### src/rtl/text_line_fetcher.sv
// text_line_fetcher: per-scanline character fetch and pixel serializer.
// Text RAM codes and font rows are fetched three cycles per character into a
// one-entry holding register. The pixel shifter drains that register at PIX_EN.
module text_line_fetcher #(
  parameter int COLS   = 64,
  parameter int CHAR_W = 10,
  parameter int CHAR_H = 16,
  parameter int ADDR_W = 11
) (
  input  logic              CLK,
  input  logic              RESET,
  input  logic              LINE_START,
  input  logic [9:0]        LINE_NUM,
  input  logic              PIX_EN,
  output logic [ADDR_W-1:0] TXT_ADDR,
  input  logic [7:0]        TXT_DATA,
  output logic [7:0]        CHAR_OUT,
  output logic [3:0]        ROW_NUM,
  input  logic [CHAR_W-1:0] FONT_DATA,
  output logic              PIXEL_OUT,
  output logic              PIXEL_VALID,
  output logic              LINE_DONE,
  output logic              UNDERRUN
);

  // The column counters must be able to hold COLS itself ("line finished").
  localparam int COL_W = $clog2(COLS + 1);
  localparam int CNT_W = $clog2(CHAR_W + 1);

  typedef enum logic [2:0] {
    S_IDLE,
    S_ISSUE,
    S_RDCHAR,
    S_RDFONT,
    S_DONE
  } state_t;

  state_t              r_state;
  state_t              w_state_next;

  logic [ADDR_W-1:0]   r_row_base;
  logic [COL_W-1:0]    r_fetch_col;
  logic [COL_W-1:0]    r_pix_col;
  logic [ADDR_W-1:0]   r_txt_addr;
  logic [7:0]          r_char_out;
  logic [3:0]          r_row_num;
  logic [CHAR_W-1:0]   r_hold;
  logic                r_hold_valid;
  logic [CHAR_W-1:0]   r_shift;
  logic [CNT_W-1:0]    r_count;
  logic                r_pixel_out;
  logic                r_pixel_valid;
  logic                r_line_done;
  logic                r_underrun;

  logic [ADDR_W-1:0]   w_row_base;
  logic [3:0]          w_row_sel;
  logic [ADDR_W-1:0]   w_fetch_addr;
  logic                w_last_col;
  logic                w_issue;
  logic                w_rdfont;
  logic                w_load;
  logic                w_emit;
  logic                w_last_pix;
  logic                w_line_active;

  // Row base and font row derived from the scanline; base wraps in ADDR_W bits.
  assign w_row_base   = ADDR_W'((32'(LINE_NUM) / 32'(CHAR_H)) * 32'(COLS));
  assign w_row_sel    = 4'(32'(LINE_NUM) % 32'(CHAR_H));
  assign w_fetch_addr = r_row_base + ADDR_W'(r_fetch_col);
  assign w_last_col   = (32'(r_fetch_col) + 32'd1) >= 32'(COLS);

  // A fetch is only issued into an empty holding register, so the RDFONT write
  // and a shifter load (which needs a full register) never land together.
  assign w_issue  = (r_state == S_ISSUE) && !r_hold_valid;
  assign w_rdfont = (r_state == S_RDFONT);

  // Reload when empty, or on the edge that shifts out the final pixel so a
  // continuous PIX_EN stream sees no gap between characters.
  assign w_load        = r_hold_valid &&
                         ((r_count == '0) || (PIX_EN && (r_count == CNT_W'(1))));
  assign w_emit        = PIX_EN && (r_count != '0);
  assign w_last_pix    = w_emit && (r_count == CNT_W'(1));
  assign w_line_active = (r_state != S_IDLE) && (32'(r_pix_col) < 32'(COLS));

  assign TXT_ADDR    = r_txt_addr;
  assign CHAR_OUT    = r_char_out;
  assign ROW_NUM     = r_row_num;
  assign PIXEL_OUT   = r_pixel_out;
  assign PIXEL_VALID = r_pixel_valid;
  assign LINE_DONE   = r_line_done;
  assign UNDERRUN    = r_underrun;

  // Fetch FSM state register.
  always_ff @(posedge CLK or negedge RESET) begin
    if (!RESET) begin
      r_state <= S_IDLE;
    end else begin
      r_state <= w_state_next;
    end
  end

  // Fetch FSM next state; LINE_START restarts from any state.
  always_comb begin
    w_state_next = r_state;
    case (r_state)
      S_IDLE:   w_state_next = S_IDLE;
      S_ISSUE:  if (!r_hold_valid) w_state_next = S_RDCHAR;
      S_RDCHAR: w_state_next = S_RDFONT;
      S_RDFONT: w_state_next = w_last_col ? S_DONE : S_ISSUE;
      S_DONE:   w_state_next = S_DONE;
      default:  w_state_next = S_IDLE;
    endcase
    if (LINE_START) begin
      w_state_next = S_ISSUE;
    end
  end

  // Fetch datapath: row latch, text address, character code and column count.
  always_ff @(posedge CLK or negedge RESET) begin
    if (!RESET) begin
      r_row_base  <= '0;
      r_row_num   <= '0;
      r_fetch_col <= '0;
      r_txt_addr  <= '0;
      r_char_out  <= '0;
    end else if (LINE_START) begin
      r_row_base  <= w_row_base;
      r_row_num   <= w_row_sel;
      r_fetch_col <= '0;
    end else begin
      if (w_issue) begin
        r_txt_addr <= w_fetch_addr;
      end
      if (r_state == S_RDCHAR) begin
        r_char_out <= TXT_DATA;
      end
      if (w_rdfont) begin
        r_fetch_col <= r_fetch_col + COL_W'(1);
      end
    end
  end

  // One-entry holding register between the font bus and the shifter.
  always_ff @(posedge CLK or negedge RESET) begin
    if (!RESET) begin
      r_hold       <= '0;
      r_hold_valid <= 1'b0;
    end else if (LINE_START) begin
      r_hold_valid <= 1'b0;
    end else begin
      if (w_load) begin
        r_hold_valid <= 1'b0;
      end
      if (w_rdfont) begin
        r_hold       <= FONT_DATA;
        r_hold_valid <= 1'b1;
      end
    end
  end

  // Pixel shifter: load, MSB-first serialization, column tracking and flags.
  always_ff @(posedge CLK or negedge RESET) begin
    if (!RESET) begin
      r_shift       <= '0;
      r_count       <= '0;
      r_pix_col     <= '0;
      r_pixel_out   <= 1'b0;
      r_pixel_valid <= 1'b0;
      r_line_done   <= 1'b0;
      r_underrun    <= 1'b0;
    end else if (LINE_START) begin
      r_shift       <= '0;
      r_count       <= '0;
      r_pix_col     <= '0;
      r_pixel_valid <= 1'b0;
      r_line_done   <= 1'b0;
      r_underrun    <= 1'b0;
    end else begin
      r_pixel_valid <= 1'b0;
      r_line_done   <= 1'b0;
      if (w_emit) begin
        r_pixel_out   <= r_shift[CHAR_W-1];
        r_pixel_valid <= 1'b1;
        if (w_last_pix) begin
          r_pix_col <= r_pix_col + COL_W'(1);
          if (r_pix_col == COL_W'(COLS - 1)) begin
            r_line_done <= 1'b1;
          end
        end
      end else if (PIX_EN && !w_load) begin
        // Nothing to show: blank pixel, flagged only while the line is live.
        r_pixel_out <= 1'b0;
        if (w_line_active) begin
          r_pixel_valid <= 1'b1;
          r_underrun    <= 1'b1;
        end
      end
      if (w_load) begin
        r_shift <= r_hold;
        r_count <= CNT_W'(CHAR_W);
      end else if (w_emit) begin
        r_shift <= {r_shift[CHAR_W-2:0], 1'b0};
        r_count <= r_count - CNT_W'(1);
      end
    end
  end

endmodule

### config.mk
export PLATFORM = sky130hd
export DESIGN_NAME = text_line_fetcher
export DESIGN_NICKNAME = d
export VERILOG_FILES = /design/src/rtl/text_line_fetcher.sv
export SDC_FILE = /design/constraint.sdc
export NUM_CORES = 1
export LEC_CHECK = 0
export ABC_AREA = 1
export CELL_PAD_IN_SITES_DETAIL_PLACEMENT = 1
export CELL_PAD_IN_SITES_GLOBAL_PLACEMENT = 1
export CORE_UTILIZATION = 39
export CTS_CLUSTER_SIZE = 20
export DETAILED_ROUTE_END_ITERATION = 10
export GPL_TIMING_DRIVEN = 1
export PLACE_DENSITY = 0.78
export REMOVE_ABC_BUFFERS = 1
export SYNTH_ARGS = -nofsm -noshare
export SYNTH_HDL_FRONTEND = slang
export SYNTH_SLANG_ARGS = --single-unit
### constraint.sdc
create_clock -name CLK -period 2 [get_ports CLK]
set_input_delay 0.2 -clock CLK [delete_from_list [all_inputs] [get_ports CLK]]
set_output_delay 0.2 -clock CLK [all_outputs]
set_load 0.02 [all_outputs]
==> metrics.yaml <==
final_layout:
  drive_above_1_share_pct: 9.956
  final_util_pct: 51.47
  nets: 487
  final_area_sq_um: 4272
  syn2layout_area_growth_pct: 26.63
  fill_cells: 1003
  fin_cells: 557
  antenna_cells: 0
  multi_input_area_sq_um: 1299
  ff_latch_area_sq_um: 1852
routing:
  viasPerCell: 4.890
  postRouteAntennaNets: 0
  drcViolationCount: 0
  first_pass_iters: 4
  vias: 2724
  drt_first_iter_violations: 74
  routed_wirelength_microns: 7784
  wire_per_inst_microns: 13.97
sta:
  fmax_ghz: 0.5800
  rsz0062_at_grt: "no"
  finalSetupTns_ps: 0
  slew_viol_final: 0
  setup_viol: 0
  relSlewSlack_pct: 68.40
  tightest_slew_ps: 474.0
  period_share_pct: 86.20
  layout_min_cycle_time_ps: 1724
  skew_ps: 10.85
  finalHoldViolCount: 0
floorplan:
  die_y_microns: 95
  dieArea_sq_um: 9025
  coreArea_sq_um: 8299
  die_w_microns: 95
  io_pins: 59
  rows: 33
  start_util_pct: 40.65
worst_setup_path:
  cp_common_cell: "nand2_1"
  cp_top_family: "simple AND/OR/NAND/NOR gates"
  cpMaxStageDelayCell: "dfrtp_1"
  path_cells: "inv_1, ha_1, nand2_1, nand2_2, nand2_4, buf_4, nand2_1, o21ai_0, nand2_1, nand2_1"
  cp_max_fo: 21
  cp-end-kind: "flop"
  cpPeakStageDelay_ps: 390
  cp.arrival_ps: 1960
  cp-startpoint: "r_count[0]"
  required_ps: 2240
  path_class: "flop to flop"
  timing.rr.start: "r_count[0]"
  critical_path.startpoint_type: "flop"
  path_buf_inv: 2
logic_synthesis:
  seq_area_frac_synth_pct: 54.90
  synthArstFlopShare_pct: 100.0
  yosys.cell_count.top_type: "nand2_1"
  yosysTopAreaCell: "dfrtp_1"
  synth_edf_count: 0
  synth_common_cells: "135 x nand2_1, 74 x dfrtp_1, 35 x inv_1, 35 x o21ai_0, 20 x nand3_1"
  syn_area_per_cell_sq_um: 8.830
  ys_types: 30
  syn-cell-area_sq_um: 3373
  synth_top_area_share_pct: 54.90
  synthTopCellsByArea: "dfrtp_1 55%, nand2_1 15%, o21ai_0 5.2%"
  synthCells: 382
  yosys_warnings: 0
  ys_seq_elements: 74
  synth-main-ff-cell: "dfrtp_1"
pwr:
  p_clk_share_pct: 24.3
  p_int_uw: 3084
  pwr-share-seq_pct: 42.9
  max-vdd-ir-drop_v: 0.0004399
  p_sw_share_pct: 34.76
  p_comb_share_pct: 32.8
  net-switching-power_uw: 1643
  p_per_area_nw_per_um2: 1107
  p_leak_uw: 0.002041
global_route:
  track_usage_pct: 19.45
  met3_usage_pct: 3.784
  antenna_found_initial: 0
  first_global_vias: 2864
  grt-busiest-layer: "met2"
  grt_use_met2_pct: 33.03
  grt_pass1_wl_microns: 13330
  grt-ovfl-total: 0
  grt_max_degree: 42
  grt_use_met1_pct: 24.21
clocking:
  root_buffer: "clkbuf_8"
  cts_buffer_depth: 2
  insertion_delay_ps: 350
  cts_buffers: 9
  cts_sinks: 74
  clk_pin_slew_ps: 80
  h-tree-depth: 3
  cts_tree: "built"
placed_design:
  place_area_sq_um: 4064
  dp_hpwl_microns: 5670
  globalplace.congestion: 0.7695
  dp.cells: 541
  io_buffers: 57
job:
  drv_cap: 0
run_status:
  status: "completed"
worst_hold_path:
  holdCritPathClass: "input port to asynchronous set/reset pin"
[path summary, 6_finish.rpt]
| path | to | slack [ps] | cells past startpoint |
|---|---|---|---|
| setup / recovery | r_shift[5] | 280 | 10 |
| hold / removal | TXT_ADDR[8] | 340 | 2 |
| hold reg to reg | TXT_ADDR[5] | 470 | 2 |
| setup reg to reg | r_shift[5] | 280 | 10 |
| max in group asynchronous | r_fetch_col[6] | 1070 | 3 |
| min in group CLK | r_row_base[9] | 390 | 3 |
[state kept, by name (all words and copies together) (netlist names)]
name          flops
ROW_NUM           4
r_state           3
UNDERRUN          1
r_count           4
CHAR_OUT          8
TXT_ADDR         11
r_hold_valid      1
r_hold           10
PIXEL_OUT         1
LINE_DONE         1
r_pix_col         7
PIXEL_VALID       1
r_row_base        5
r_shift          10
r_fetch_col       7
[area by class of cell]
cell class              instances  area share, %
clock buffers                  10          3.222
flip-flops and latches         74          43.35
well taps                     105          3.076
repair buffers                 67          15.41
clock inverters                 5          1.289
inverters                      37          3.251
multi-input cells             259          30.40
[cell usage in the layout (no fill, tap or decap), types with 2 or more instances in the layout]
cell             instances
nand3_2                  3
inv_2                    2
inv_1                   35
o21ai_0                 35
nand3_1                 20
mux2_2                   8
clkinvlp_4               2
nor2_2                   2
buf_4                    9
dfrtp_1                 74
nor2_1                  15
ha_1                     7
clkdlybuf4s50_1         56
clkinv_2                 2
a21oi_1                 11
nand4_1                  4
nand2_1                135
xor2_1                   5
nor3_1                   3
clkbuf_8                10
[metrics by stage]
| stage | setup WS (ps) | hold slack [ps] | power (uW) |
|---|---|---|---|
| 6_report | 276.0 | 342.1 | 4727 |
| 5_1_grt | 106.4 | 374.8 | 5052 |
| 4_1_cts | 136.5 | 348.8 | 4792 |
| 3_5_place_dp | 41.54 | 187.9 | 3625 |
| 3_3_place_gp | 141.4 | 185.0 | 3524 |
| 2_1_floorplan | 457.1 | -95.59 | 2928 |
[cell families after synthesis]
group	after synthesis	share of synthesized area (%)
adder cells (fa/ha/maj)	7	2.596
flip-flops	74	54.90
AND/OR/NAND/NOR	187	23.48
AO/OA/AOI/OAI	51	8.049
buffers and inverters	49	6.750
multiplexers	8	2.671
XOR/XNOR	6	1.558
[power groups by stage]
stage               logic (uW)  clock network [uW]  registers [uW]
global route              1740                1250            2070
detailed placement        1560                   0            2060
CTS                       1580                1180            2030
finish                    1550                1150            2030
floorplan                  716                   0            2210
global placement          1500                   0            2030
[metal layers]
| metal | wire length (microns) | part of all wire, % | up-vias |
|---|---|---|---|
| met5 | 0 | 0 | - |
| met4 | 113 | 1.5 | 0 |
| met3 | 254 | 3.3 | 9 |
| li1 | - | - | 1342 |
| met2 | 3893 | 50 | 51 |
| met1 | 3522 | 45 | 1322 |
[worst reg2reg max path, delay by kind of cell, from the launching register on]
kind / cells / cell delay [ps]
buffers and inverters: 2 / 360
flip-flops: 1 / 390
adder cells (fa/ha/maj): 1 / 220
AND/OR/NAND/NOR: 6 / 570
AO/OA/AOI/OAI: 1 / 80
[timing repair]
action                                 CTS  global route
resized for setup                        0             1
endpoints found under the hold margin   33             0
setup endpoints to repair                0             4
hold buffers                             1             0
buffers inserted                         0             0
Power figures use the tool's default switching activity.
